[src/rtl/fingertip_locator.sv]
// fingertip_locator
// Scans a binary skin mask frame and reports the centre of the topmost,
// leftmost horizontal skin run that is at least MIN_RUN pixels long.
// Results are registered at end of frame together with a one-cycle strobe.

module fingertip_locator #(
    parameter int H_ACTIVE = 640,
    parameter int V_ACTIVE = 480,
    parameter int MIN_RUN  = 8
) (
    input  logic       iCLK,
    input  logic       iRST,
    input  logic       iFrame_Start,
    input  logic       iDVAL,
    input  logic       iSkin,
    output logic [9:0] oFT_X,
    output logic [9:0] oFT_Y,
    output logic       oDVAL,
    output logic       oFrame_En
);

    localparam logic [9:0] X_LAST  = 10'(H_ACTIVE - 1);
    localparam logic [9:0] Y_LAST  = 10'(V_ACTIVE - 1);
    localparam logic [7:0] MIN_CNT = 8'(MIN_RUN);

    typedef enum logic [2:0] {
        IDLE   = 3'd0,
        SCAN   = 3'd1,
        RUN    = 3'd2,
        LOCKED = 3'd3,
        DONE   = 3'd4
    } state_t;

    state_t      state, state_next;
    logic [9:0]  x, x_next;
    logic [9:0]  y, y_next;
    logic [7:0]  run_cnt, run_cnt_next;
    logic [9:0]  run_start, run_start_next;
    logic [9:0]  cand_start, cand_start_next;
    logic [9:0]  cand_end, cand_end_next;
    logic [9:0]  cand_y, cand_y_next;

    // Per-pixel run tracking, valid whenever a pixel is being consumed
    logic        line_start;
    logic [7:0]  cnt_base;
    logic [7:0]  cnt_cur;
    logic [9:0]  start_cur;
    logic        last_pixel;
    logic        found;
    logic [10:0] centre_sum;

    // Run length and run start as seen after the current pixel; runs restart at x=0
    always_comb begin
        line_start = (x == 10'd0);
        cnt_base   = line_start ? 8'd0 : run_cnt;
        if (iSkin) begin
            cnt_cur = (cnt_base == 8'd255) ? 8'd255 : cnt_base + 8'd1;
        end else begin
            cnt_cur = 8'd0;
        end
        if (iSkin && cnt_base == 8'd0) begin
            start_cur = x;
        end else begin
            start_cur = run_start;
        end
    end

    // Next-state logic: counter advance, candidate capture and state transitions
    always_comb begin
        state_next      = state;
        x_next          = x;
        y_next          = y;
        run_cnt_next    = run_cnt;
        run_start_next  = run_start;
        cand_start_next = cand_start;
        cand_end_next   = cand_end;
        cand_y_next     = cand_y;
        last_pixel      = 1'b0;
        found           = 1'b0;

        case (state)
            IDLE: begin
                x_next         = 10'd0;
                y_next         = 10'd0;
                run_cnt_next   = 8'd0;
                run_start_next = 10'd0;
                if (iFrame_Start) begin
                    state_next = SCAN;
                end
            end

            DONE: begin
                x_next       = 10'd0;
                y_next       = 10'd0;
                run_cnt_next = 8'd0;
                // A new frame may start right behind the strobe
                state_next   = iFrame_Start ? SCAN : IDLE;
            end

            default: begin
                if (iFrame_Start) begin
                    // Abort: restart cleanly, the pixel in this cycle is dropped
                    state_next     = SCAN;
                    x_next         = 10'd0;
                    y_next         = 10'd0;
                    run_cnt_next   = 8'd0;
                    run_start_next = 10'd0;
                end else if (iDVAL) begin
                    run_cnt_next   = cnt_cur;
                    run_start_next = start_cur;
                    if (x == X_LAST) begin
                        x_next = 10'd0;
                        y_next = (y == Y_LAST) ? 10'd0 : y + 10'd1;
                    end else begin
                        x_next = x + 10'd1;
                    end

                    if (state == SCAN) begin
                        if (cnt_cur == MIN_CNT) begin
                            cand_y_next     = y;
                            cand_start_next = start_cur;
                            if (x == X_LAST) begin
                                // Qualified on the last column: run closes at line end
                                cand_end_next = X_LAST;
                                state_next    = LOCKED;
                            end else begin
                                state_next = RUN;
                            end
                        end
                    end else if (state == RUN) begin
                        if (!iSkin) begin
                            cand_end_next = x - 10'd1;
                            state_next    = LOCKED;
                        end else if (x == X_LAST) begin
                            cand_end_next = X_LAST;
                            state_next    = LOCKED;
                        end
                    end

                    found = (state_next == LOCKED);
                    if (x == X_LAST && y == Y_LAST) begin
                        last_pixel = 1'b1;
                        state_next = DONE;
                    end
                end
            end
        endcase
    end

    assign centre_sum = {1'b0, cand_start_next} + {1'b0, cand_end_next};

    // State, counters and candidate registers
    always_ff @(posedge iCLK or posedge iRST) begin
        if (iRST) begin
            state      <= IDLE;
            x          <= 10'd0;
            y          <= 10'd0;
            run_cnt    <= 8'd0;
            run_start  <= 10'd0;
            cand_start <= 10'd0;
            cand_end   <= 10'd0;
            cand_y     <= 10'd0;
        end else begin
            state      <= state_next;
            x          <= x_next;
            y          <= y_next;
            run_cnt    <= run_cnt_next;
            run_start  <= run_start_next;
            cand_start <= cand_start_next;
            cand_end   <= cand_end_next;
            cand_y     <= cand_y_next;
        end
    end

    // Output registers: updated on the edge that consumes the last pixel
    always_ff @(posedge iCLK or posedge iRST) begin
        if (iRST) begin
            oFT_X     <= 10'd0;
            oFT_Y     <= 10'd0;
            oDVAL     <= 1'b0;
            oFrame_En <= 1'b0;
        end else begin
            oFrame_En <= last_pixel;
            if (last_pixel) begin
                oDVAL <= found;
                if (found) begin
                    oFT_X <= 10'(centre_sum >> 1);
                    oFT_Y <= cand_y_next;
                end
            end
        end
    end

endmodule

[config.mk]
export PLATFORM = sky130hd
export DESIGN_NAME = fingertip_locator
export DESIGN_NICKNAME = d
export VERILOG_FILES = /design/src/rtl/fingertip_locator.sv
export SDC_FILE = /design/constraint.sdc
export NUM_CORES = 1
export LEC_CHECK = 0
export ABC_CLOCK_PERIOD_IN_PS = 5500
export BUFFER_PORTS_ARGS = -buffer_cell sky130_fd_sc_hd__buf_4
export CAP_MARGIN = 20
export CORE_AREA = 8 8 127 129
export DETAILED_ROUTE_END_ITERATION = 8
export DIE_AREA = 0 0 135 137
export PLACE_DENSITY_LB_ADDON = 0.05
export SLEW_MARGIN = 25
export SYNTH_ARGS = -nofsm -noshare
export SYNTH_HDL_FRONTEND = slang
export SYNTH_SLANG_ARGS = --single-unit
[constraint.sdc]
create_clock -name iCLK -period 5.5 [get_ports iCLK]
set_input_delay 0.55 -clock iCLK [delete_from_list [all_inputs] [get_ports iCLK]]
set_output_delay 0.55 -clock iCLK [all_outputs]
set_load 0.01 [all_outputs]
; Yosys cells after proc, flatten, opt, wreduce, memory -nomap -nowiden
; Index checks and enable logic that the tools add are counted.
[word_totals]
output_inout_bits = 22
word_cells = 100
register_bits = 93
[op_classes]
reduce_logical = 14
add_sub_neg = 5
n_eq_ne = 9
n_mux = 59
bitwise = 1
[op_table]
columns = cell, count
row1 = $mux 10, 30
row2 = $mux 8, 6
row3 = $mux 3, 12
row4 = $add 10x1->10 const B, 2
row5 = $pmux 10 s2, 1
row6 = $reduce_bool 3->1, 4
row7 = $add 10x10->11, 1
row8 = $eq 10x10->1 const B, 1
row9 = $eq 10x9->1 const B, 1
row10 = $logic_not 10->1, 1
row11 = $sub 10x1->10 const B, 1
row12 = $mux 1, 9
row13 = $add 8x1->8 const B, 1
row14 = $eq 8x4->1 const B, 1
row15 = $eq 8x8->1 const B, 1
row16 = $logic_not 8->1, 1
row17 = $reduce_and 2->1, 4
row18 = $eq 3x2->1 const B, 2
row19 = $pmux 3 s2, 1
row20 = $eq 3x1->1 const B, 1
row21 = $eq 3x3->1 const B, 1
row22 = $logic_not 3->1, 1
row23 = $logic_and 1x1->1, 2
row24 = $ne 2x2->1 const B, 1
row25 = other kinds (2), 2

; Logic depth before layout (Yosys ltp)
; Gate-level depths: netlist (run 1).
[logic_depth]
word_depth = 16
depth_mapped = 25
mapped_depth_nobuf = 25

; Worst setup path before layout (run 1)
; OpenSTA, ideal clock, no wires.
[synth_path]
path_type = register to register
from = reg x[0]
to = reg oFT_X[9]
period_less_slack_ns = 4.697
setup_time_ns = 0.126
path_slack_ns = 0.803
path_buffers = 1
t_arrival_ns = 4.571
path_stages_with_launch = 24
cell_sequence = dfrtp_1 inv_1 ha_1 nor2b_1 nand4b_2 and2_1 inv_1 ha_1 nor3b_2 and3_1 nand3_1 nor2_1 clkbuf_1 a21oi_1 fa_1 a21o_1 a21oi_1 o21bai_1 a21oi_1 o21bai_1 a21oi_1 nor2b_1 o21ai_0 a21oi_1
[synth_via]
elab_cells_between_ends = 45
cone_classes = add/sub: 3 / eq/ne: 4 / mux: 33 / reduce/logical: 5
[synth_rtl]
columns = element, line_no
row1 = from (decl), 35  ; logic [9:0] x, x_next;
row2 = from (signal assigned), 165  ; x <= x_next;
row3 = $logic_not 10->1 *, 54  ; line_start = (x == 10'd0);
row4 = $mux 8 *, 55  ; cnt_base = line_start ? 8'd0 : run_cnt;
row5 = $add 8x1->8 / $eq 8x8->1 (equally long branches), 57  ; cnt_cur = (cnt_base == 8'd255) ? 8'd255 : cnt_base + 8'd1;
row6 = $mux 8, 57
row7 = $mux 8, 56  ; if (iSkin) begin
row8 = $eq 8x4->1, 119  ; if (cnt_cur == MIN_CNT) begin
row9 = $mux 10 *, 119
row10 = $mux 10 *, 118  ; if (state == SCAN) begin
row11 = $mux 10 *, 108  ; end else if (iDVAL) begin
row12 = $mux 10 *, 101  ; if (iFrame_Start) begin
row13 = $mux 10 *, 81  ; case (state)
row14 = via cand_start_next[1], 39  ; logic [9:0] cand_start, cand_start_next;
row15 = $add 10x10->11 *, 150  ; assign centre_sum = {1'b0, cand_start_next} + {1'b0, cand_end_next};
row16 = to (signal assigned), 187  ; oFT_X <= 10'(centre_sum >> 1);
row17 = to (decl), 16  ; output logic [9:0] oFT_X,
; The timed path passes the listed nets; every way through them passes the cells marked *. The select of a mux whose other input is x is not followed.
; A chain may end at the register's enable or synchronous reset.

; Worst setup path after layout (run 1)
[layout_path]
from = reg x[3]
to = reg oFT_X[9]
[layout_via]
elab_cells_between_ends = 45
cone_classes = add/sub: 3 / eq/ne: 4 / mux: 33 / reduce/logical: 5
[layout_rtl]
columns = element, line_no
row1 = $logic_not 10->1, 54
row2 = $mux 8, 55
row3 = $add 8x1->8 / $eq 8x8->1 (equally long branches), 57
row4 = $mux 8, 57
row5 = $mux 8, 56
row6 = $eq 8x4->1, 119
row7 = $mux 10, 119
row8 = $mux 10 *, 118
row9 = $mux 10 *, 108
row10 = $mux 10 *, 101
row11 = $mux 10 *, 81
row12 = via cand_end_next[1], 40  ; logic [9:0] cand_end, cand_end_next;
row13 = $add 10x10->11 *, 150
; Marks and branches as above.

==> run_results.csv, run 1 <==
group,metric,value,unit
outcome,outcome,"finished clean",
floorplanning,rows,44,
clock_network,clk_pin_slew,0.08,ns
synth,synth_cell_types,55,
clock_network,cts.htree.levels,3,
clock_network,ctsRootBufferMaster,"clkbuf_16",
power,power_leakage,2.65,nW
worst_setup_path,required,5.74,ns
global_routing,grt.overflow.total,0,
synth,syn_nets,509,
run,drv_cap,0,
global_routing,grt_max_degree,64,
global_routing,grt_pass1_wl,19.5,mm
place,place.gp.congestion,0.785,
floorplanning,dieHeight,137,µm
worst_setup_path,reg2reg_slack,0.48,ns
synth,avgSynthCellArea,9.95,µm²
global_routing,antenna_found_initial,0,
clock_network,cts_setup_buffers,0,
worst_setup_path,critPathArrivalTime,5.26,ns
synth,synth_ff_type,"dfrtp_1",
floorplanning,initial_core_util,0.342,
sta,rsz0062_at_grt,"false",
clock_network,clock_sinks,93,
worst_setup_path,critPathKind,"reg -> reg",
drt,routed_wl,11.6,mm
worst_hold_path,worstHoldPathType,"in -> async",
drt,drt_iter0_drc,182,
synth,netlist_top_cells_area,"dfrtp_1 (48%), mux2_2 (5.1%), a21oi_1 (4.0%)",
sta,period_share,0.913,
cells_and_area,ff_latch_area,0.00233,mm²
sta,clock.fmax,199,MHz
drt,postRouteAntennaNets,0,
drt,wl_met3,358,µm
drt,top_layer,"met4",
synth,synthArstFlopShare,1.00,
synth,synth_top_cell_by_area,"dfrtp_1",
synth,ys_ff_latch,93,
clock_network,cts_tree,"done",
cells_and_area,multi_input_area,0.00241,mm²
cells_and_area,nets,530,
cells_and_area,fill_cells,1440,
synth,yosys-top-cells-count,"dfrtp_1 (93), nand2_1 (47), nor2_1 (45), a21oi_1 (39), o21ai_0 (25)",
synth,syn_area,0.00486,mm²
sta,final_max_slew_viol_count,0,
drt,met2RoutedLength,4.90,mm
synth,synthCells,489,
global_routing,grt_pass1_vias,3575,
drt,wirelength_met1,6.13,mm
clock_network,cts_made_buffers,9,
sta,setup_viol,0,
floorplanning,dieArea,0.0185,mm²
clock_network,cts.path.max_buffers,2,
drt,route.detailed.drc,0,
cells_and_area,area_growth,14.2,%
sta,fin_worst_skew,0.0138,ns
sta,hold_viol,0,
sta,fin_tns_setup,0,ns
floorplanning,ioPinCount,27,
synth,synth_top_area_frac,0.478,
global_routing,grt.total_usage,0.135,
power,ir_drop,131,µV
sta,slew_headroom,0.459,
cells_and_area,final_layout_size_suffix_gt1_frac,0.181,
floorplanning,core,0.0142,mm²
place,dp.cells,683,
sta,min_period,5.02,ns
drt,dr.pass1.iters,4,
synth,yosys_warnings,0,
clock_network,worst_skew_pair.late_latency,0.36,ns
cells_and_area,diodes,0,
floorplanning,die_x,135,µm
place,hpwl,8.28,mm
drt,viasPerCell,5.17,
worst_setup_path,cp_max_fo,11,
cells_and_area,fin_cells,699,
power,p_per_area,252,mW/mm²
synth,synth-edff-count,0,
drt,drt-wirelength-per-cell,16.6,µm
worst_setup_path,start_kind,"register",
synth,yosysMostFrequentCell,"dfrtp_1",
synth,seq_area_frac_synth,0.478,
worst_setup_path,worstSetupEndpointType,"register",
drt,vias,3614,
sta,worst-slew-pin-transition,0.803,ns
place,io_buffers,26,
[final timing paths]
check	startpoint	to	depth (start not counted)
worst max register to register	x[3]	oFT_X[9]	22
worst min-delay path	iRST	y[1]	2
worst min register to register	oDVAL	oDVAL	2
worst max-delay path	x[3]	oFT_X[9]	22
min in group iCLK	iFrame_Start	state[1]	2
max in group asynchronous	iRST	x[8]	3
[cell families (layout without fill, tap and decap cells)]
kind of cell	after synthesis	after routing	share of synthesized area
flip-flops	93	93	0.478
AND/OR/NAND/NOR	173	173	0.182
AO/OA/AOI/OAI	115	115	0.149
XOR/XNOR	24	24	0.0432
adder cells (fa/ha/maj)	15	15	0.0401
multiplexers	34	34	0.0756
buffers and inverters	35	61	0.0322
[registers in the layout (all words and copies together), names as in the netlist]
signal	flops
cand_end	10
cand_start	10
cand_y	10
oDVAL	1
oFT_X	10
oFT_Y	10
oFrame_En	1
run_cnt	8
run_start	10
state	3
x	10
y	10
[power breakdown]
part	internal, mW	leakage, nW	total, mW	switching, mW
registers	0.689	1.29	0.696	0.00734
logic	0.0250	1.22	0.0798	0.0548
clock network	0.318	0.136	0.623	0.305
total	1.03	2.65	1.40	0.368
[worst max-delay path, stage by stage (launching register included)]
cell	delay, ns
dfrtp_1	0.54
nor4_4	0.42
nand4b_4	0.22
and2_1	0.24
ha_1	0.26
nand3_1	0.13
nor2_1	0.09
or3_1	0.45
and3_1	0.27
a21oi_1	0.19
nor2_2	0.11
nor2_1	0.11
a21oi_1	0.09
fa_1	0.45
a21o_1	0.19
a21oi_1	0.24
o21bai_1	0.09
a21oi_1	0.22
o21bai_1	0.09
a21oi_1	0.23
nor2b_1	0.07
o21ai_0	0.14
a21oi_1	0.08
[repair_timing]
action,in CTS,in global routing
hold endpoints to repair,0,0
gates resized for setup,0,5
hold buffers,0,0
setup endpoints to repair,0,2
[through the flow]
stage	worst slack [ns]	instance area, µm²	hold slack (ns)	utilization	power, mW
2_1_floorplan	0.803	4860	0.442	-	0.764
3_3_place_gp	0.446	5240	0.460	0.369	0.789
3_5_place_dp	0.266	5240	0.469	0.369	0.788
4_1_cts	0.252	5530	0.186	0.389	1.42
5_1_grt	0.0203	5550	0.225	0.391	1.45
6_report	0.481	5550	0.186	0.391	1.40
[cells in the final DEF, fill, tap and decap left out, types with 2 or more instances in the layout]
cell type    n
a211oi_1     5
a21o_1       5
a21oi_1     39
a21oi_2      3
a22o_1      11
a31o_2       2
a31oi_1      6
and2_1       4
and3_1      11
and4_1       2
buf_4       34
clkbuf_16    9
clkinvlp_4   2
dfrtp_1     93
ha_1        14
inv_1       10
inv_6        2
inv_8        2
mux2_2      22
mux2i_1     12
nand2_1     47
nand2b_1     5
nand3_1     16
nand4_1      8
nor2_1      44
nor2b_1      6
nor3_1      10
nor4_1       2
o211ai_1     3
o21ai_0     25
o21ai_1      3
o21bai_1     3
o31ai_1      4
or2_2        2
or3_1        2
xnor2_1      9
xor2_1      15
[metal layers]
layer	up-vias	GRT usage
met5	-	0
met4	0	0.0574
met3	15	0.0217
met2	65	0.193
met1	1755	0.195
li1	1779	-
[area by class of cell]
type / instances / share of cell area
tap: 184 / 0.0415
clock buffer: 9 / 0.0405
clock inverter: 7 / 0.0115
timing repair buffer: 34 / 0.0460
sequential: 93 / 0.419
multi-input combinational: 361 / 0.434
inverter: 11 / 0.00788
(Power assumes the default switching activity.)
==> run 2, diff against run 1 <==
Settings changed: GPL_TIMING_DRIVEN from default to 0.
==> run_results.csv, run 2 (synthesized netlist as in run 1, its figures left out) <==
group,metric,value,unit
outcome,outcome,"finished clean",
floorplanning,dieArea,0.0185,mm²
clock_network,cts_made_buffers,9,
power,clockPowerShare,0.445,
sta,setup_viol,0,
power,swShare,0.257,
power,p_per_area,248,mW/mm²
clock_network,clk_pin_slew,0.07,ns
clock_network,cts.htree.levels,3,
cells_and_area,area_growth,16.3,%
global_routing,grt_max_degree,54,
drt,viasPerCell,5.14,
place,io_buffers,25,
worst_setup_path,start_kind,"register",
global_routing,grt_pass1_wl,20.1,mm
cells_and_area,fin_util,0.398,
global_routing,grt.overflow.total,0,
clock_network,worst_skew_pair.late_latency,0.35,ns
worst_setup_path,worstSetupStartpoint,"x[0]",
clock_network,cts.path.max_buffers,2,
cells_and_area,fin_cells,715,
floorplanning,core,0.0142,mm²
place,dp.cells,699,
sta,final_max_slew_viol_count,0,
drt,drt_iter0_drc,236,
run,drv_cap,0,
drt,routed_wl,12.1,mm
sta,hold_viol,0,
worst_setup_path,worstSetupEndpointType,"register",
clock_network,ctsRootBufferMaster,"clkbuf_16",
cells_and_area,fill_cells,1433,
power,ir_drop,123,µV
global_routing,grt.total_usage,0.138,
sta,fin_worst_skew,0.00537,ns
worst_setup_path,rr_startpoint,"x[0]",
clock_network,cts_tree,"done",
floorplanning,rows,44,
global_routing,grt_pass1_vias,3687,
place,place_worst_setup_slack,-0.199,ns
sta,clock.fmax,201,MHz
power,power_leakage,2.69,nW
worst_setup_path,critPathKind,"reg -> reg",
drt,route.detailed.drc,0,
sta,slew_headroom,0.466,
worst_setup_path,critPathArrivalTime,5.20,ns
cells_and_area,diodes,0,
worst_setup_path,cp_max_fo,10,
floorplanning,die_x,135,µm
power,power_switching,0.361,mW
drt,postRouteAntennaNets,0,
sta,period_share,0.903,
sta,hold_ws,0.202,ns
sta,min_period,4.97,ns
clock_network,clock_sinks,93,
power,combPwrFrac,0.060,
floorplanning,dieHeight,137,µm
sta,fin_ws,0.534,ns
drt,drt-wirelength-per-cell,16.9,µm
cells_and_area,nets,546,
cells_and_area,final_cell_mix,"dfrtp_1 (92), nand2_1 (47), nor2_1 (42)",
floorplanning,ioPinCount,27,
cells_and_area,multi_input_area,0.00243,mm²
floorplanning,initial_core_util,0.342,
power,p_int,1.04,mW
drt,vias,3673,
place,place.gp.congestion,0.799,
worst_setup_path,required,5.73,ns
clock_network,cts_hold_buf,0,
clock_network,cts_setup_buffers,0,
cells_and_area,final_layout_size_suffix_gt1_frac,0.192,
sta,worst-slew-pin-transition,0.793,ns
place,hpwl,8.79,mm
sta,rsz0062_at_grt,"false",
drt,dr.pass1.iters,4,
power,sequentialPowerShare,0.496,
cells_and_area,final_common_cell,"dfrtp_1",
worst_hold_path,worstHoldPathType,"in -> async",
global_routing,antenna_found_initial,0,
cells_and_area,ff_latch_area,0.00233,mm²
## run 2: worst max-delay path, cell delays in order (launching register included)
cell and delay, ns:
dfrtp_2 0.46, inv_1 0.10, ha_1 0.20, nor2b_4 0.22, nand4b_4 0.20, and2_1 0.24
ha_1 0.27, nand3_1 0.15, nor2_2 0.08, or3_1 0.44, and3_1 0.28, a21oi_1 0.17
nor2_1 0.14, nor2_1 0.13, a21oi_1 0.10, fa_1 0.46, a21o_1 0.19, a21oi_1 0.21
o21bai_1 0.10, a21oi_2 0.18, o21bai_1 0.09, a21oi_2 0.17, nor2b_1 0.06, o21ai_0 0.14
a21oi_1 0.08
## run 2: what timing repair did
item | in CTS | in global routing
setup endpoints to repair | 2 | 5
gates resized for setup | 2 | 11
endpoints found under the hold margin | 0 | 0
## run 2: final cells by class
cell class,instances,share of cell area
multi-input combinational,361,0.429
sequential,93,0.412
clock buffer,10,0.0423
tap,184,0.0407
timing repair buffer,26,0.0381
buffer,24,0.0206
clock inverter,6,0.00951
inverter,11,0.00819
## run 2: power by group through the flow
stage | clock, mW | sequential [mW] | combinational (mW)
2_1_floorplan | 0 | 0.707 | 0.0570
3_3_place_gp | 0 | 0.710 | 0.0806
3_5_place_dp | 0 | 0.710 | 0.0838
4_1_cts | 0.645 | 0.696 | 0.0843
5_1_grt | 0.668 | 0.698 | 0.0943
6_report | 0.625 | 0.696 | 0.0839
## run 2: worst paths after layout
check | endpoint | slack [ns] | cells after the start
max reg2reg | oFT_X[9] | 0.53 | 24
min in group iCLK | state[1] | 0.38 | 2
min | oDVAL | 0.20 | 2
min reg2reg | run_start[0] | 0.47 | 2
max | oFT_X[9] | 0.53 | 24
max in group asynchronous | x[0] | 4.70 | 3
## run 2: metrics by stage
stage	cell area [µm²]	TNS (ns)	power, mW
6_report	5660	0	1.41
5_1_grt	5660	0	1.46
4_1_cts	5620	0	1.43
3_5_place_dp	5320	-0.390	0.793
3_3_place_gp	5280	-0.317	0.790
2_1_floorplan	4860	0	0.764
## run 2: layer usage
layer  global-route usage  wire length (µm)
met3               0.0323               418
met4               0.0426                90
met1                0.201              6340
met5                    0                 0
met2                0.197              5260
==> run 3, diff against run 2 <==
Settings changed: ABC_CLOCK_PERIOD_IN_PS 5500 to 4600, CORE_AREA 8 8 127 129 to 8 8 103 105, DIE_AREA 0 0 135 137 to 0 0 111 113, SLEW_MARGIN 25 to 20.
Clock period 5.5 ns to 4.6 ns, I/O delays scaled along.
==> run_results.csv, run 3 (synthesized netlist as in run 1, its figures left out) <==
group,metric,value,unit
floorplanning,dieHeight,113,µm
sta,slew_headroom,0.499,
worst_setup_path,start_kind,"register",
floorplanning,initial_core_util,0.542,
cells_and_area,nets,556,
worst_setup_path,max_stage_delay,0.41,ns
place,place_area,0.00523,mm²
cells_and_area,final_layout_size_suffix_gt1_frac,0.229,
worst_setup_path,critPathArrivalTime,4.60,ns
place,hpwl,7.92,mm
global_routing,grt_pass1_wl,18.5,mm
worst_setup_path,required,4.85,ns
worst_setup_path,path_buf_inv,1,
drt,drt-wirelength-per-cell,16.8,µm
floorplanning,rows,35,
drt,dr.pass1.iters,5,
clock_network,cts.htree.levels,3,
global_routing,grt.total_usage,0.177,
global_routing,antenna_found_initial,0,
sta,worst-slew-pin-transition,0.752,ns
clock_network,cts_tree,"done",
drt,route.detailed.drc,0,
cells_and_area,diodes,0,
sta,min_period,4.35,ns
clock_network,ctsRootBufferMaster,"clkbuf_8",
floorplanning,dieArea,0.0125,mm²
worst_setup_path,crit_slowest_cell,"or3_4",
global_routing,grt_max_degree,50,
power,power_leakage,2.70,nW
sta,fin_ws,0.252,ns
worst_setup_path,critPathKind,"reg -> reg",
power,p_per_area,274,mW/mm²
sta,fin_worst_skew,0.0109,ns
drt,drt_iter0_drc,134,
place,dp.cells,626,
drt,viasPerCell,5.80,
cells_and_area,fin_cells,652,
clock_network,clock_sinks,93,
sta,setup_viol,0,
drt,routed_wl,11.0,mm
cells_and_area,final_cell_area,0.00564,mm²
cells_and_area,final_common_cell,"dfrtp_1",
drt,vias,3781,
worst_setup_path,crit_top_cell,"a21oi_2",
global_routing,grt.overflow.total,0,
floorplanning,core,0.00898,mm²
clock_network,cts_made_buffers,9,
cells_and_area,final_cell_mix,"dfrtp_1 (92), nand2_1 (46), nor2_1 (41)",
sta,period_share,0.945,
clock_network,worst_skew_pair.late_latency,0.36,ns
worst_setup_path,worstSetupEndpointType,"register",
sta,clock.fmax,230,MHz
sta,final_max_slew_viol_count,0,
place,place_worst_setup_slack,-0.746,ns
floorplanning,die_x,111,µm
floorplanning,ioPinCount,27,
worst_setup_path,cp_cell_sequence,"clkbuf_1 > nor2_2 > nand4b_4 > and2_4 > ha_4 > nand3_2 > nor2_2 > or3_4 > and3_4 > a21oi_4 > nor2_4 > nor2_1 > a21oi_1 > fa_2 > a21o_1 > a21oi_2 > o21bai_1 > a21oi_2 > o21bai_1 > a21oi_2 > xor2_1 > o21ai_0",
place,io_buffers,25,
run,drv_cap,0,
global_routing,grt_pass1_vias,3750,
clock_network,cts_hold_buf,0,
place,place.gp.congestion,0.874,
power,ir_drop,137,µV
sta,hold_viol,0,
worst_hold_path,worstHoldPathType,"in -> async",
worst_setup_path,cp_top_family,"simple AND/OR/NAND/NOR gates",
clock_network,cts.path.max_buffers,2,
cells_and_area,area_growth,16.0,%
drt,postRouteAntennaNets,0,
clock_network,clk_pin_slew,0.09,ns
worst_setup_path,cp_max_fo,8,
outcome,outcome,"finished clean",
run 3: cell types whose count changed in the layout (fill, tap and decap cells not counted), sizes merged:
cell and delta:
bufinv +2, buf +10, inv -2
run 3: final cells by class:
class	instances	area, µm²
fillers	747	3330
multi-input cells	361	2500
flip-flops and latches	93	2330
repair buffers	36	290
well taps	111	139
clock buffers	10	128
plain buffers	24	121
clock inverters	6	93.8
inverters	11	46.3
run 3: worst paths after layout:
| kind | startpoint | endpoint | slack, ns | cells past startpoint |
|---|---|---|---|---|
| min in group iCLK | iFrame_Start | state[1] | 0.28 | 2 |
| max in group asynchronous | iRST | y[3] | 3.92 | 3 |
| min reg2reg | oDVAL | oDVAL | 0.48 | 2 |
| max | x[7] | oFT_X[7] | 0.25 | 22 |
| max reg2reg | x[7] | oFT_X[7] | 0.25 | 22 |
| min | iRST | oFT_X[5] | 0.1 | 2 |
run 3: layer usage:
metal | up-vias | wire, µm | global-route usage | part of all wire
met2 | 88 | 5000 | 0.271 | 0.45
li1 | 1829 | - | - | -
met1 | 1852 | 5360 | 0.246 | 0.49
met3 | 12 | 514 | 0.0349 | 0.047
met4 | 0 | 114 | 0.0550 | 0.010
met5 | - | 0 | 0 | 0
run 3: through the flow:
stage	hold WS (ns)	power (mW)	TNS [ns]	utilization
3_3_place_gp	0.455	0.941	-2.22	0.579
3_5_place_dp	0.466	0.945	-2.65	0.582
5_1_grt	0.126	1.61	-0.0189	0.629
2_1_floorplan	0.442	0.914	0	-
6_report	0.0970	1.55	0	0.629
4_1_cts	0.102	1.56	0	0.619
run 3: report_power, final:
group,switching (mW),total [mW],internal (mW),leakage [nW]
Combinational,0.0698,0.108,0.0384,1.31
Sequential,0.00865,0.832,0.823,1.29
Clock,0.297,0.608,0.311,0.107
Total,0.375,1.55,1.17,2.70
run 3: worst reg2reg max path, cell delays in order, from the launching register on:
cell and delay (ns):
dfrtp_1 0.37, clkbuf_1 0.23, nor2_2 0.32, nand4b_4 0.18
and2_4 0.22, ha_4 0.18, nand3_2 0.09, nor2_2 0.06
or3_4 0.41, and3_4 0.23, a21oi_4 0.14, nor2_4 0.06
nor2_1 0.09, a21oi_1 0.09, fa_2 0.38, a21o_1 0.20
a21oi_2 0.16, o21bai_1 0.09, a21oi_2 0.17, o21bai_1 0.09
a21oi_2 0.18, xor2_1 0.19, o21ai_0 0.10
run 3: timing repair:
| action | CTS | global route |
|---|---|---|
| pin swaps | 5 | 9 |
| cloned | 0 | 0 |
| buffers inserted | 6 | 4 |
| endpoints found under the setup margin | 7 | 6 |
| gates resized for setup | 17 | 15 |
